$ cat config.mk
export PLATFORM = sky130hd
export DESIGN_NAME = plab5_mcore_proc_resp_filter
export DESIGN_NICKNAME = d
export VERILOG_FILES = /design/src/rtl/plab5_mcore_proc_resp_filter.sv
export SDC_FILE = /design/constraint.sdc
export NUM_CORES = 1
export LEC_CHECK = 0
export ABC_CLOCK_PERIOD_IN_PS = 2450
export CAP_MARGIN = 20
export CORE_MARGIN = 5
export CORE_UTILIZATION = 45
export DETAILED_ROUTE_END_ITERATION = 8
export GPL_TIMING_DRIVEN = 0
export PLACE_DENSITY = 0.68
export SLEW_MARGIN = 20
export SYNTH_ARGS = -nofsm -noshare
export SYNTH_HDL_FRONTEND = slang
export SYNTH_SLANG_ARGS = --single-unit
$ cat constraint.sdc
create_clock -name clk -period 2.45 [get_ports clk]
set_input_delay 0.49 -clock clk [delete_from_list [all_inputs] [get_ports clk]]
set_output_delay 0.49 -clock clk [all_outputs]
set_load 0.02 [all_outputs]
$ cat src/rtl/plab5_mcore_proc_resp_filter.sv
// -----------------------------------------------------------------------------
// plab5_mcore_proc_resp_filter
//
// Purpose:
//   Buffered security filter between the memory-response network and one
//   processor's response port. Each response is label-checked once, when it
//   is accepted: allowed iff resp_sec_level <= proc_sec_level (unsigned).
//   Allowed responses are queued unchanged. Disallowed responses are queued
//   with the data field zeroed (p_drop_mode = 0) or discarded (p_drop_mode = 1).
//   Every accepted disallowed response bumps a saturating violation counter.
//
// Parameters:
//   p_opaque_nbits  opaque field width
//   p_data_nbits    data field width
//   p_level_nbits   security label width (larger = more secret)
//   p_num_entries   queue depth, power of two, >= 2
//   p_drop_mode     0 = scrub disallowed responses, 1 = drop them
//   p_cnt_nbits     violation counter width
//   resp_nbits      message width, layout {type[3], opaque, len[2], data}
//
// Ports:
//   clk, reset       clock, synchronous active-high reset
//   net_resp_*       val/rdy/msg from the memory-response network
//   resp_sec_level   label of the current net_resp_msg
//   proc_sec_level   processor's current label
//   proc_resp_*      val/rdy/msg to the processor
//   viol_clr         clears the violation counter
//   viol_count       saturating count of disallowed responses
// -----------------------------------------------------------------------------
module plab5_mcore_proc_resp_filter #(
  parameter int unsigned  p_opaque_nbits = 8,
  parameter int unsigned  p_data_nbits   = 32,
  parameter int unsigned  p_level_nbits  = 2,
  parameter int unsigned  p_num_entries  = 4,
  parameter int unsigned  p_drop_mode    = 0,
  parameter int unsigned  p_cnt_nbits    = 8,
  localparam int unsigned resp_nbits     = 3 + p_opaque_nbits + 2 + p_data_nbits
) (
  input  logic                     clk,
  input  logic                     reset,

  input  logic                     net_resp_val,
  output logic                     net_resp_rdy,
  input  logic [resp_nbits-1:0]    net_resp_msg,

  input  logic [p_level_nbits-1:0] resp_sec_level,
  input  logic [p_level_nbits-1:0] proc_sec_level,

  output logic                     proc_resp_val,
  input  logic                     proc_resp_rdy,
  output logic [resp_nbits-1:0]    proc_resp_msg,

  input  logic                     viol_clr,
  output logic [p_cnt_nbits-1:0]   viol_count
);

  localparam int unsigned             c_ptr_nbits = $clog2(p_num_entries);
  localparam logic [c_ptr_nbits:0]    c_depth     = (c_ptr_nbits + 1)'(p_num_entries);
  localparam logic [p_cnt_nbits-1:0]  c_cnt_max   = '1;

  // Queue storage and bookkeeping
  logic [resp_nbits-1:0]    r_buf [p_num_entries];
  logic [c_ptr_nbits-1:0]   r_head;
  logic [c_ptr_nbits-1:0]   r_tail;
  logic [c_ptr_nbits:0]     r_count;
  logic [p_cnt_nbits-1:0]   r_viol;

  logic                     w_full;
  logic                     w_empty;
  logic                     w_accept;
  logic                     w_allowed;
  logic                     w_viol;
  logic                     w_enq;
  logic                     w_deq;
  logic [resp_nbits-1:0]    w_enq_msg;

  // Ready depends only on registered occupancy, never on proc_resp_rdy, so
  // a full queue stays not-ready for the cycle in which it drains an entry.
  assign w_full    = (r_count == c_depth);
  assign w_empty   = (r_count == '0);
  assign w_accept  = net_resp_val && !w_full;
  assign w_allowed = (resp_sec_level <= proc_sec_level);
  assign w_viol    = w_accept && !w_allowed;
  assign w_deq     = !w_empty && proc_resp_rdy;

  // In drop mode a disallowed response is consumed from the network but
  // never reaches the queue.
  assign w_enq     = w_accept && (w_allowed || (p_drop_mode == 0));

  // Scrubbing clears only the data field; type/opaque/len survive so the
  // processor still sees a completion for its request.
  always_comb begin
    w_enq_msg = net_resp_msg;
    if (!w_allowed) begin
      w_enq_msg[p_data_nbits-1:0] = '0;
    end
  end

  // Payload storage carries no reset: entries are only visible through
  // r_count, which reset clears.
  always_ff @(posedge clk) begin
    if (w_enq) begin
      r_buf[r_tail] <= w_enq_msg;
    end
  end

  always_ff @(posedge clk) begin
    if (reset) begin
      r_head  <= '0;
      r_tail  <= '0;
      r_count <= '0;
    end else begin
      if (w_enq) begin
        r_tail <= r_tail + 1'b1;
      end
      if (w_deq) begin
        r_head <= r_head + 1'b1;
      end
      case ({w_enq, w_deq})
        2'b10:   r_count <= r_count + 1'b1;
        2'b01:   r_count <= r_count - 1'b1;
        default: r_count <= r_count;
      endcase
    end
  end

  // Clear wins over the stored value but not over a same-cycle violation,
  // which is counted on top of the cleared value.
  always_ff @(posedge clk) begin
    if (reset) begin
      r_viol <= '0;
    end else if (viol_clr) begin
      r_viol <= p_cnt_nbits'(w_viol);
    end else if (w_viol && (r_viol != c_cnt_max)) begin
      r_viol <= r_viol + 1'b1;
    end
  end

  assign net_resp_rdy  = !w_full;
  assign proc_resp_val = !w_empty;
  assign proc_resp_msg = r_buf[r_head];
  assign viol_count    = r_viol;

endmodule

==> results summary <==
The flow ran to the end, and the final reports show no timing, DRC or antenna violations. Synthesis inferred 197 register bits. The post-detailed-route wirelength per cell came out at 19.1 um.

The total routed wirelength is 14.1 mm. The net switching power figure came out at 2770 uW. The count of standard-cell rows came out at 47.

The area growth from synthesis to layout came out at 25.9%. The cell-internal power is 6980 uW. Max-cap violations in this run came to 0. The clock share of power is 0.292. The largest vdd supply drop is 0.576 mV.

The maximum single-stage delay on the critical path came out at 540 ps. The count of final max-slew check failures is 0. The worst setup path is launched from a flop.

Summed over all failing endpoints, the final setup total negative slack is 0 ps. At the end of the flow, the number of nets in the layout was 570. The clock buffer count from CTS is 17. The Yosys step of the flow raised 0 warnings. Along the worst path, the maximum fanout reaches 8. After detailed routing, the met2 layer carries 7.12 mm of wire.

The power density over the cells came out at 1020 mW/mm2. In this run the count of I/O pins placed on the die edge is 109. The total overflow reported by the global router came out at 0. The count of nets left with antenna violations once routing finished came out at 0. The capture instance of the worst register-to-register path is r_count[2]$_SDFFE_PP0P_. The first-pass GRT wire length came out at 22.6 mm. The horizontal extent of the die came out at 140 um. In the final layout, the multi-input gates occupy 0.00180 mm2. The minimum setup slack among reg-to-reg paths is 110 ps. The slew at the pin closest to its max-slew limit came out at 572 ps. For the worst setup path, the data required time is 1960 ps. The logic gate share of total power came out at 0.277.

Timing would allow up to 427 MHz. The number of antenna violations at the first check in global routing is 0. The congestion estimate from routability-driven global placement came to 0.787. The area of the placeable core is 0.0166 mm2. When the netlist entered floorplanning its net count stood at 440.

After detailed routing, the number of remaining DRC violations is 0. The reg-to-reg critical path startpoint is r_count[0]$_SDFFE_PP0P_. The worst pin sits at a relative slew slack of 0.617. The final worst-path cycle share is 0.955. Setup repair after global routing left no endpoint under its margin.

The deepest clock path buffer count came out at 2. The setup-violating endpoint count in the final report came out at 0. The min-delay analysis places its worst path in the category flop to flop. For this design the static power due to leakage is 0.00320 uW.

On the critical path, the stage with the largest delay is an instance of sky130_fd_sc_hd__clkdlybuf4s50_1. In this run the worst setup path begins at r_count[0]$_SDFFE_PP0P_. After synthesis the cells add up to 0.00763 mm2. Leaving out fill and tap cells, the most frequent cells in the layout are 180 x sky130_fd_sc_hd__edfxtp_1, 63 x sky130_fd_sc_hd__clkdlybuf4s50_1, 45 x sky130_fd_sc_hd__mux4_2. The post-layout minimum cycle time is 2340 ps. The type of element capturing the critical path is an output pin. The height of the die is 140 um. Walking the worst path, the cells encountered are or3b_1, buf_6, clkdlybuf4s50_1. The number of hold buffers added after CTS was 0. For this design, the sink count on the clock tree is 197. The final-layout worst hold slack came out at 500 ps. The largest net degree at the start of global routing is 44. The overall routing resource usage is 0.151.

The placed wire-length estimate after detailed placement is 9.04 mm. The fraction of power consumed by sequential logic is 0.431. The number of antenna cells inserted came out at 0.

The routed via count is 3829. In the final layout, the share of cells above drive strength 1 is 0.285. In this run the clock root is driven by a sky130_fd_sc_hd__clkbuf_16. The number of instances in the synthesized netlist is 377. After synthesis, the mean cell area works out to 20.2 um2.

The CTS tree is built. The library cell used most frequently in the layout, excluding fill and tap cells, is sky130_fd_sc_hd__edfxtp_1. The sum of routed wire segments on met1 is 5.92 mm. The initial cell density of the core came out at 0.460. The sequential cell area came out at 0.00575 mm2. The iteration count of the initial detailed-routing pass is 4. The total length of routed met3 wires is 940 um. After detailed routing, the number of vias per cell comes to 5.17.

The number of different library cells used by synthesis comes to 35. The most critical setup path has its endpoint at net_resp_rdy. The switching share of power is 0.284.

The power consumption came out at 9750 uW. After routing the design area is 0.00960 mm2. The later-pin clock latency in the skew report is 430 ps.

The highest metal layer carrying signal wires in the routed design is met4. The count of input and output buffers is 108. Counting cells, the worst reg-to-reg path comes to 9. Once layout is complete, the utilization of the core stands at 0.579. The floorplan step defined a die boundary enclosing 0.0197 mm2. The violation count after the first detailed-routing iteration is 194. The H-tree level count came out at 4. The worst setup path is of the flop to output pin kind. Data on the critical path arrives at its endpoint at 1850 ps. The post-CTS clock slew at the launch and capture registers of the worst setup and hold paths came out at 70 ps. The largest clock skew in the final design came out at 9.96 ps. The standard cell area after detailed placement came out at 0.00910 mm2. The count of fill cells added during filler insertion is 1274.

The sequential fraction of the synthesis area is 0.753. The number of global-route vias before repair is 4172. The final hold violation count came out at 0.
==> registers in the layout (all words and copies together), names as in the netlist, named ones only <==
| signal | flops |
|---|---|
| r_buf | 180 |
| r_count | 3 |
| r_head | 2 |
| r_tail | 2 |
| viol_count | 8 |
==> final cells by class <==
| type | instances | area share |
|---|---|---|
| sequential | 197 | 0.599 |
| buffer | 15 | 0.0163 |
| clock buffer | 17 | 0.0443 |
| clock inverter | 15 | 0.0199 |
| timing repair buffer | 112 | 0.101 |
| inverter | 9 | 0.00352 |
| multi-input combinational | 155 | 0.188 |
| tap | 220 | 0.0287 |
==> stage by stage <==
step	setup WS [ps]	instances
floorplan	253	377
global placement	-1150	705
detailed placement	-658	709
CTS	-102	740
global route	20.5	740
finish	110	740
==> cells by family (layout without fill, tap and decap cells) <==
logic type      Yosys count  count (layout)  synth area share
fa+ha+maj                 9               9            0.0157
buf+inv                  25             168            0.0146
simple gates             73              73            0.0551
compound gates           21              21            0.0203
mux                      47              47             0.135
xor+xnor                  5               5           0.00574
flops                   197             197             0.753
==> cell usage after synthesis (all sizes together) <==
cell type  number  area, um2
fa              1       20.0
o41ai           1       8.76
inv             9       33.8
o311ai          1       8.76
or4             2       15.0
nand2           9       33.8
and3            4       25.0
nor3b           1       7.51
nand4           1       6.26
or3             5       31.3
nand3           5       25.0
mux2i           2       20.0
clkbuf          9       33.8
mux4           45       1010
o31ai           4       30.0
nor2b           1       6.26
or2             1       6.26
o2111ai         1       26.3
o31a            1       8.76
edfxtp        180       5410
and2           32        200
xnor2           2       17.5
o211ai          1       7.51
nor2            9       33.8
a21oi           6       30.0
xor2            3       26.3
or3b            2       17.5
buf             7       43.8
dfxtp          17        340
o21ai           5       25.0
ha              8        100
o21ba           1       10.0
nor4            1       12.5
==> worst max-delay path, delay by kind of cell (launching register included) <==
kind | cells | cell delay (ps)
flip-flops | 1 | 340
AND/OR/NAND/NOR | 1 | 390
buffers and inverters | 2 | 690
==> worst min-delay path by stage <==
stage	from	to	slack (ps)	cells past startpoint
2_1_floorplan	r_tail[1]$_SDFFE_PP0P_	r_tail[1]$_SDFFE_PP0P_	470	2
3_3_place_gp	r_tail[1]$_SDFFE_PP0P_	r_tail[1]$_SDFFE_PP0P_	480	2
3_5_place_dp	viol_count[6]$_SDFFE_PP0P_	viol_count[6]$_SDFFE_PP0P_	500	2
4_1_cts	viol_count[6]$_SDFFE_PP0P_	viol_count[6]$_SDFFE_PP0P_	510	2
5_1_grt	viol_count[6]$_SDFFE_PP0P_	viol_count[6]$_SDFFE_PP0P_	530	2
6_report	viol_count[6]$_SDFFE_PP0P_	viol_count[6]$_SDFFE_PP0P_	500	2
==> timing repair <==
item	4_1_cts	5_1_grt
endpoints found under the setup margin	165	145
hold endpoints to repair	0	0
gates resized for setup	67	97
setup buffers	0	0
==> power by group through the flow <==
| stage | Sequential, uW | Clock (uW) | Combinational [uW] |
|---|---|---|---|
| 2_1_floorplan | 4250 | 0 | 1740 |
| 3_3_place_gp | 4270 | 0 | 2850 |
| 3_5_place_dp | 4270 | 0 | 2950 |
| 4_1_cts | 4200 | 2910 | 2770 |
| 5_1_grt | 4230 | 3070 | 2920 |
| 6_report | 4210 | 2850 | 2700 |
==> layer usage <==
metal	vias up	GRT usage
li1	1775	-
met1	1930	0.199
met2	111	0.241
met3	13	0.0525
met4	0	0.0413
met5	-	0
Power figures use the tool's default switching activity.
